<file path="src/rtl/pf_pkg.sv">
// pf_pkg: shared state encoding and geometry helpers for the stream prefetch buffer
package pf_pkg;
  typedef enum logic [1:0] {ST_IDLE, ST_MISS, ST_HIT} pf_state_e;
  function automatic int line_bytes(input int line_w);
    return line_w / 8;
  endfunction
  function automatic logic [63:0] off_mask(input int line_w);
    return 64'(line_bytes(line_w) - 1);
  endfunction
  function automatic int rr_width(input int entries);
    return entries > 1 ? $clog2(entries) : 1;
  endfunction
endpackage

</file>
<file path="src/rtl/pf_entry_array.sv">
// pf_entry_array: tagged line storage with parallel lookup, multi-line fill and snoop invalidate
module pf_entry_array
  import pf_pkg::*;
#(
  parameter int LINE_W      = 128,
  parameter int FETCH_LINES = 2,
  parameter int ENTRIES     = 4,
  parameter int ADDR_W      = 32,
  parameter int RR_W        = rr_width(ENTRIES)
) (
  input  logic                              clk,
  input  logic                              resetn,
  input  logic [ADDR_W-1:0]                 lookup_addr_i,
  input  logic                              take_i,
  input  logic                              inv_req_i,
  input  logic [ADDR_W-1:0]                 inv_line_i,
  input  logic                              fill_en_i,
  input  logic [ADDR_W-1:0]                 fill_base_i,
  input  logic [RR_W-1:0]                   fill_rr_i,
  input  logic [LINE_W*(FETCH_LINES-1)-1:0] fill_data_i,
  output logic                              hit_o,
  output logic [LINE_W-1:0]                 hit_data_o
);
  localparam int LB = line_bytes(LINE_W);
  logic [ENTRIES-1:0] valid_q, valid_d, match;
  logic [ADDR_W-1:0]  tag_q [ENTRIES];
  logic [ADDR_W-1:0]  tag_d [ENTRIES];
  logic [LINE_W-1:0]  data_q [ENTRIES];
  logic [LINE_W-1:0]  data_d [ENTRIES];
  logic [ADDR_W-1:0]  fill_tag [FETCH_LINES-1];
  logic [RR_W-1:0]    hit_idx, slot;
  // Tags of the extra lines carried by a fill; wrap mod 2^ADDR_W
  always_comb
    for (int k = 0; k < FETCH_LINES - 1; k++) fill_tag[k] = fill_base_i + ADDR_W'((k + 1) * LB);
  // Parallel tag compare; a same-cycle snoop of the line suppresses the hit
  always_comb begin
    hit_idx = '0;
    hit_data_o = '0;
    for (int i = 0; i < ENTRIES; i++) begin
      match[i] = valid_q[i] && tag_q[i] == lookup_addr_i && !(inv_req_i && tag_q[i] == inv_line_i);
      if (match[i]) begin
        hit_idx = RR_W'(i);
        hit_data_o = data_q[i];
      end
    end
    hit_o = |match;
  end
  // Invalidate snooped, consumed and about-to-be-refilled lines, then write the fill slots
  always_comb begin
    valid_d = valid_q;
    tag_d = tag_q;
    data_d = data_q;
    slot = '0;
    for (int i = 0; i < ENTRIES; i++) begin
      if ((inv_req_i && tag_q[i] == inv_line_i) || (take_i && hit_idx == RR_W'(i))) valid_d[i] = 1'b0;
      for (int k = 0; k < FETCH_LINES - 1; k++)
        if (fill_en_i && tag_q[i] == fill_tag[k]) valid_d[i] = 1'b0;
    end
    if (fill_en_i)
      for (int k = 0; k < FETCH_LINES - 1; k++) begin
        slot = RR_W'((int'(fill_rr_i) + k) % ENTRIES);
        tag_d[slot] = fill_tag[k];
        data_d[slot] = fill_data_i[k*LINE_W +: LINE_W];
        valid_d[slot] = !(inv_req_i && fill_tag[k] == inv_line_i);
      end
  end
  // Only the valid bits need reset; tags and data are qualified by them
  always_ff @(posedge clk) begin
    valid_q <= resetn ? valid_d : '0;
    tag_q <= tag_d;
    data_q <= data_d;
  end
endmodule

</file>
<file path="src/rtl/stream_prefetch_buf.sv">
// stream_prefetch_buf: next-line prefetch buffer between dcache read port and AXI read bridge
module stream_prefetch_buf
  import pf_pkg::*;
#(
  parameter int LINE_W      = 128,
  parameter int FETCH_LINES = 2,
  parameter int ENTRIES     = 4,
  parameter int ADDR_W      = 32
) (
  input  logic                          clk,
  input  logic                          resetn,
  input  logic                          cache_rd_req,
  input  logic                          cache_rd_type,
  input  logic [ADDR_W-1:0]             cache_rd_addr,
  output logic                          cache_rd_rdy,
  output logic                          cache_ret_valid,
  output logic [LINE_W-1:0]             cache_ret_data,
  input  logic                          cache_wr_req,
  input  logic [ADDR_W-1:0]             cache_wr_addr,
  output logic                          axi_rd_req,
  output logic                          axi_rd_type,
  output logic [ADDR_W-1:0]             axi_rd_addr,
  input  logic                          axi_rd_rdy,
  input  logic                          axi_ret_valid,
  input  logic [LINE_W*FETCH_LINES-1:0] axi_ret_data,
  output logic [31:0]                   hit_cnt
);
  localparam int RR_W = rr_width(ENTRIES);
  localparam logic [ADDR_W-1:0] OFF_MASK = ADDR_W'(off_mask(LINE_W));
  pf_state_e         state_q, state_d;
  logic [ADDR_W-1:0] addr_q, addr_d, inv_line;
  logic              type_q, type_d, arr_hit, hit, fill_en;
  logic [RR_W-1:0]   rr_q, rr_d;
  logic [31:0]       hit_cnt_q, hit_cnt_d;
  logic [LINE_W-1:0] ret_q, ret_d, arr_data;
  assign inv_line = cache_wr_addr & ~OFF_MASK;
  assign hit = resetn && state_q == ST_IDLE && cache_rd_req && cache_rd_type && arr_hit;
  assign fill_en = resetn && state_q == ST_MISS && axi_ret_valid && type_q;
  assign axi_rd_type = cache_rd_type;
  assign axi_rd_addr = cache_rd_addr;
  assign hit_cnt = hit_cnt_q;
  pf_entry_array #(
    .LINE_W(LINE_W), .FETCH_LINES(FETCH_LINES), .ENTRIES(ENTRIES), .ADDR_W(ADDR_W), .RR_W(RR_W)
  ) u_array (
    .clk          (clk),
    .resetn       (resetn),
    .lookup_addr_i(cache_rd_addr),
    .take_i       (hit),
    .inv_req_i    (cache_wr_req),
    .inv_line_i   (inv_line),
    .fill_en_i    (fill_en),
    .fill_base_i  (addr_q),
    .fill_rr_i    (rr_q),
    .fill_data_i  (axi_ret_data[LINE_W*FETCH_LINES-1:LINE_W]),
    .hit_o        (arr_hit),
    .hit_data_o   (arr_data)
  );
  // FSM next state and handshake outputs; handshakes held low while in reset
  always_comb begin
    state_d = state_q;
    addr_d = addr_q;
    type_d = type_q;
    rr_d = rr_q;
    hit_cnt_d = hit_cnt_q;
    ret_d = ret_q;
    cache_rd_rdy = 1'b0;
    axi_rd_req = 1'b0;
    cache_ret_valid = 1'b0;
    cache_ret_data = axi_ret_data[LINE_W-1:0];
    case (state_q)
      ST_IDLE:
        if (hit) begin
          cache_rd_rdy = 1'b1;
          ret_d = arr_data;
          hit_cnt_d = hit_cnt_q + 32'd1;
          state_d = ST_HIT;
        end else begin
          axi_rd_req = cache_rd_req;
          cache_rd_rdy = axi_rd_rdy;
          if (cache_rd_req && axi_rd_rdy) begin
            addr_d = cache_rd_addr;
            type_d = cache_rd_type;
            state_d = ST_MISS;
          end
        end
      ST_HIT: begin
        cache_ret_valid = 1'b1;
        cache_ret_data = ret_q;
        state_d = ST_IDLE;
      end
      ST_MISS: begin
        cache_ret_valid = axi_ret_valid;
        state_d = axi_ret_valid ? ST_IDLE : ST_MISS;
        rr_d = fill_en ? RR_W'((int'(rr_q) + FETCH_LINES - 1) % ENTRIES) : rr_q;
      end
      default: state_d = ST_IDLE;
    endcase
    if (!resetn) begin
      cache_rd_rdy = 1'b0;
      axi_rd_req = 1'b0;
      cache_ret_valid = 1'b0;
    end
  end
  // State, pointer and counter registers; latches need no reset
  always_ff @(posedge clk) begin
    state_q <= resetn ? state_d : ST_IDLE;
    rr_q <= resetn ? rr_d : '0;
    hit_cnt_q <= resetn ? hit_cnt_d : '0;
    addr_q <= addr_d;
    type_q <= type_d;
    ret_q <= ret_d;
  end
endmodule

</file>
<file path="config.mk">
export PLATFORM = sky130hd
export DESIGN_NAME = stream_prefetch_buf
export DESIGN_NICKNAME = d
export VERILOG_FILES = /design/src/rtl/pf_pkg.sv /design/src/rtl/pf_entry_array.sv /design/src/rtl/stream_prefetch_buf.sv
export SDC_FILE = /design/constraint.sdc
export NUM_CORES = 2
export LEC_CHECK = 0
export ABC_AREA = 1
export BUFFER_PORTS_ARGS = -buffer_cell sky130_fd_sc_hd__buf_4
export CAP_MARGIN = 20
export CORE_UTILIZATION = 45
export DETAILED_ROUTE_END_ITERATION = 16
export PLACE_DENSITY_LB_ADDON = 0.05
export SLEW_MARGIN = 5
export SYNTH_ARGS = -nofsm -noshare
export SYNTH_HDL_FRONTEND = slang
export SYNTH_SLANG_ARGS = --single-unit
export TNS_END_PERCENT = 100
</file>
<file path="constraint.sdc">
create_clock -name clk -period 12 [get_ports clk]
set_clock_uncertainty 0.2 [all_clocks]
set_input_delay 0 -clock clk [delete_from_list [all_inputs] [get_ports clk]]
set_output_delay 0 -clock clk [all_outputs]
set_load 0.1 [all_outputs]
</file>
==> impl.org <==
** Die
- Total number of placement rows :: 110
- Starting Density :: 45.5%
- The die covers 92300 um2.
- The region available for standard cell placement spans 90100 um2.
- Floorplan die width :: 304 um
- Pin placement for this block handled 523 I/O pins.
- In this run the vertical extent of the chip is 304 um.

** Clock network
- TritonCTS built the clock tree.
- CTS Buf Count :: 92
- The H-tree was split into 3 levels.
- CTS resizes :: 0
- Number of clock sinks :: 841
- Clock-pin slew on the worst setup and hold paths :: 0.06 ns
- Post-CTS Setup Bufs :: 0
- Count of hold buffers inserted by post-cts repair :: 324
- The longest clock path from root to sink contains 3 buffers.
- Clock latency on the worst-skew pair, taken at its later pin, is 0.68 ns.
- The cell sitting at the root of the clock tree is a clkbuf_16.

** Yosys
- Among all cell types in the netlist, the one instantiated most often is nand2_1.
- By area the synthesized netlist is led by edfxtp_1 59%, nand2_1 9.8%, nand3_1 8.0%.
- The synthesized design contains 801 enable-type register cells.
- Number of unique standard cell types used by synthesis :: 43
- Per-instance average area after synthesis :: 10.0 um2
- Synthesis produced 4097 cells.
- The synthesized design devotes to its leading area cell type 58.7% of total area.
- Sequential cells were found to cover 60.6% of the synthesized design area.
- Yosys warns :: 0
- The cell area that synthesis handed to floorplanning was 41000 um2.
- For this run, the leading register cell type out of synthesis is edfxtp_1.
- Post-Syn Nets :: 4433
- In this run, synthesis produced a sequential element count of 841.
- Most used standard cells in the synthesized netlist :: 1069 x nand2_1, 801 x edfxtp_1, 652 x nand3_1
- After synthesis, the share of flip-flops with an asynchronous set or reset is 0%.
- Library cell occupying the most area in the post-synthesis netlist :: edfxtp_1

** Finish
- Compared with the post-synthesis result, the final layout area differs by 27.0%.
- In the final design database the tool counted 5210 nets.
- Share of cells above drive strength 1 :: 17.8%
- Share of the core filled with cells :: 57.7%

** Placement
- Estimated wirelength of the detail-placed design :: 108000 um
- OpenSTA, run right after detailed placement, puts the worst setup slack at 6.36 ns.
- Routability-driven placement finished with a final weighted congestion of 1.03.
- Count of input and output buffers :: 518

** STA
- F_max :: 160 MHz
- In the final timing run, aggregate negative setup slack is 0 ns.
- Subtracting the final worst setup slack from the clock period gives 6.24 ns.
- In the finished design, the share of the clock period the worst path needs comes to 52.0%.
- Unrepaired setup endpoints after global routing :: false
- For the pin with the worst max-slew slack, the measured transition is 1.10 ns.
- The worst path meets setup with 5.76 ns of slack.
- Final setup violation count :: 0
- Hold Violations, Final :: 0
- The worst pin sits at a relative slew slack of 26.3%.
- Final count of pins violating max slew :: 0

** Outcome
- Run status :: completed

** Global routing
- For this run, the total global-route usage over all layers was measured as 33.1%.
- Antenna violations before repair :: 3
- Entering global routing, the biggest net connects 104 pins.
- The first global-routing pass estimated 223000 um of wire.
- The total overflow left after global routing is 0.
- Vias in the first global route :: 32833

** Routing
- Number of nets still failing antenna checks after routing :: 0
- Count of vias placed by the detailed router :: 34454
- In the routed design, unresolved DRC markers number 0.
- The first detailed-routing pass ran for 8 iterations.
- Wires add up to 156000 um.
- The first routing iteration left 3597 violations.
- Via/cell ratio :: 5.62
- Dividing the detail-routed wire length by the instance count gives 25.4 um.

** Power
- Power per unit of standard cell area :: 131 nW/um2
- The analysis attributes to cell leakage a power of 21.4 nW.
- Maximum vdd ir drop :: 0.118 mV

** Critical path
- CP Data Arrival Time :: 6.04 ns
- Max FO, Critical Path :: 64
- Worst setup SP type :: flop
- The setup check on the worst reg-to-reg path leaves a slack of 6.32 ns.
- Critical path class :: flop to output pin
- CP Data Required Time :: 11.80 ns
- The worst setup path is captured at an output pin.

** Hold path
- Hold/Removal Path Class :: input pin to flop

** Run
- Max-cap violations :: 0
[flip-flops by register name, indices dropped and copies added (netlist names)]
| signal | count |
|---|---|
| rr_q | 2 |
| state_q | 2 |
| hit_cnt | 32 |
| ret_q | 128 |
| addr_q | 32 |
| u_array.data_q | 512 |
| type_q | 1 |
| u_array.valid_q | 4 |
| u_array.tag_q | 128 |
[final cells by class]
cell class                      count  area, um2
Clock inverter                     58        591
Sequential cell                   841      24900
Antenna cell                        6       15.0
Inverter                          320       1210
Tap cell                         1176       1470
Clock buffer                      108       2400
Multi-Input combinational cell   2745      14100
Timing Repair Buffer              874       7400
Fill cell                        7745      38100
[worst max-delay path, cell delays in order, from the launching register on]
cell	delay (ns)
edfxtp_1	0.44
inv_1	0.19
o21ai_0	0.31
nor2_1	0.18
nand2_1	0.07
nor2_1	0.11
nand3_1	0.12
nor2_4	0.10
buf_4	0.73
nand2_4	0.60
nand2_2	0.35
nor2_4	0.07
nor2_8	0.67
buf_4	0.70
nor2_1	0.09
nor2_1	0.11
buf_4	0.29
[layout by cell type, fill, tap and decap left out, types with 7 or more instances in the layout]
master,instances
dlygate4sd3_1,324
a21oi_1,26
mux2_2,127
nor2_4,10
inv_1,293
inv_2,23
edfxtp_1,801
clkinv_2,12
clkinv_1,24
xnor2_1,36
nor2_1,327
o21ai_0,54
nand3_1,652
o21ai_1,7
ha_1,8
nor3_1,37
nand2_1,1065
xor2_1,78
bufinv_16,9
nand3b_1,10
nand2_2,7
o211ai_1,131
nor3b_2,13
clkbuf_16,94
nand4_1,113
clkbuf_1,14
buf_4,548
dfxtp_1,40
[routing by layer]
layer / track usage [%] / wire (um)
met4: 15.1 / 7690
met1: 44.6 / 63900
met2: 52.8 / 71900
met5: 0 / 8
met3: 5.42 / 12200
[report_power, final]
part,leakage (nW),internal (mW),switching [mW]
Sequential,7.87,3.22,0.0126
Combinational,12.0,0.242,0.500
Clock,1.44,1.63,1.19
Total,21.4,5.09,1.71
[final timing paths]
kind                          start  cells past startpoint      endpoint
hold reg to reg         hit_cnt[31]                      2   hit_cnt[31]
setup / recovery  u_array.tag_q[25]                     16  cache_rd_rdy
hold / removal    cache_rd_addr[24]                      2    addr_q[24]
setup reg to reg  u_array.tag_q[25]                     16   hit_cnt[22]
[cell families (layout without fill, tap and decap cells)]
kind of cell	after synthesis	in the layout	synth area share (%)
and+or+nand+nor	2268	2268	24.4
DFF	841	841	60.6
buffers and inverters	511	1360	5.14
AOI/OAI and AO/OA	226	226	3.60
muxes	127	127	3.49
xor gates and xnor gates	115	115	2.49
adders and majority gates	9	9	0.275
other	0	6	0
[stage by stage]
step / hold WS (ns) / cells / total power [mW] / area, um2
CTS: 0.00328 / 6121 / 6.81 / 52000
global placement: 0.000834 / 5630 / 3.93 / 45800
finish: 0.0306 / 6128 / 6.80 / 52100
floorplan: -0.101 / 4097 / 3.67 / 41000
detailed placement: 0.00189 / 5631 / 3.93 / 45800
global route: 0.00533 / 6124 / 6.97 / 52000
No activity file was read; power rests on OpenSTA's default activity.
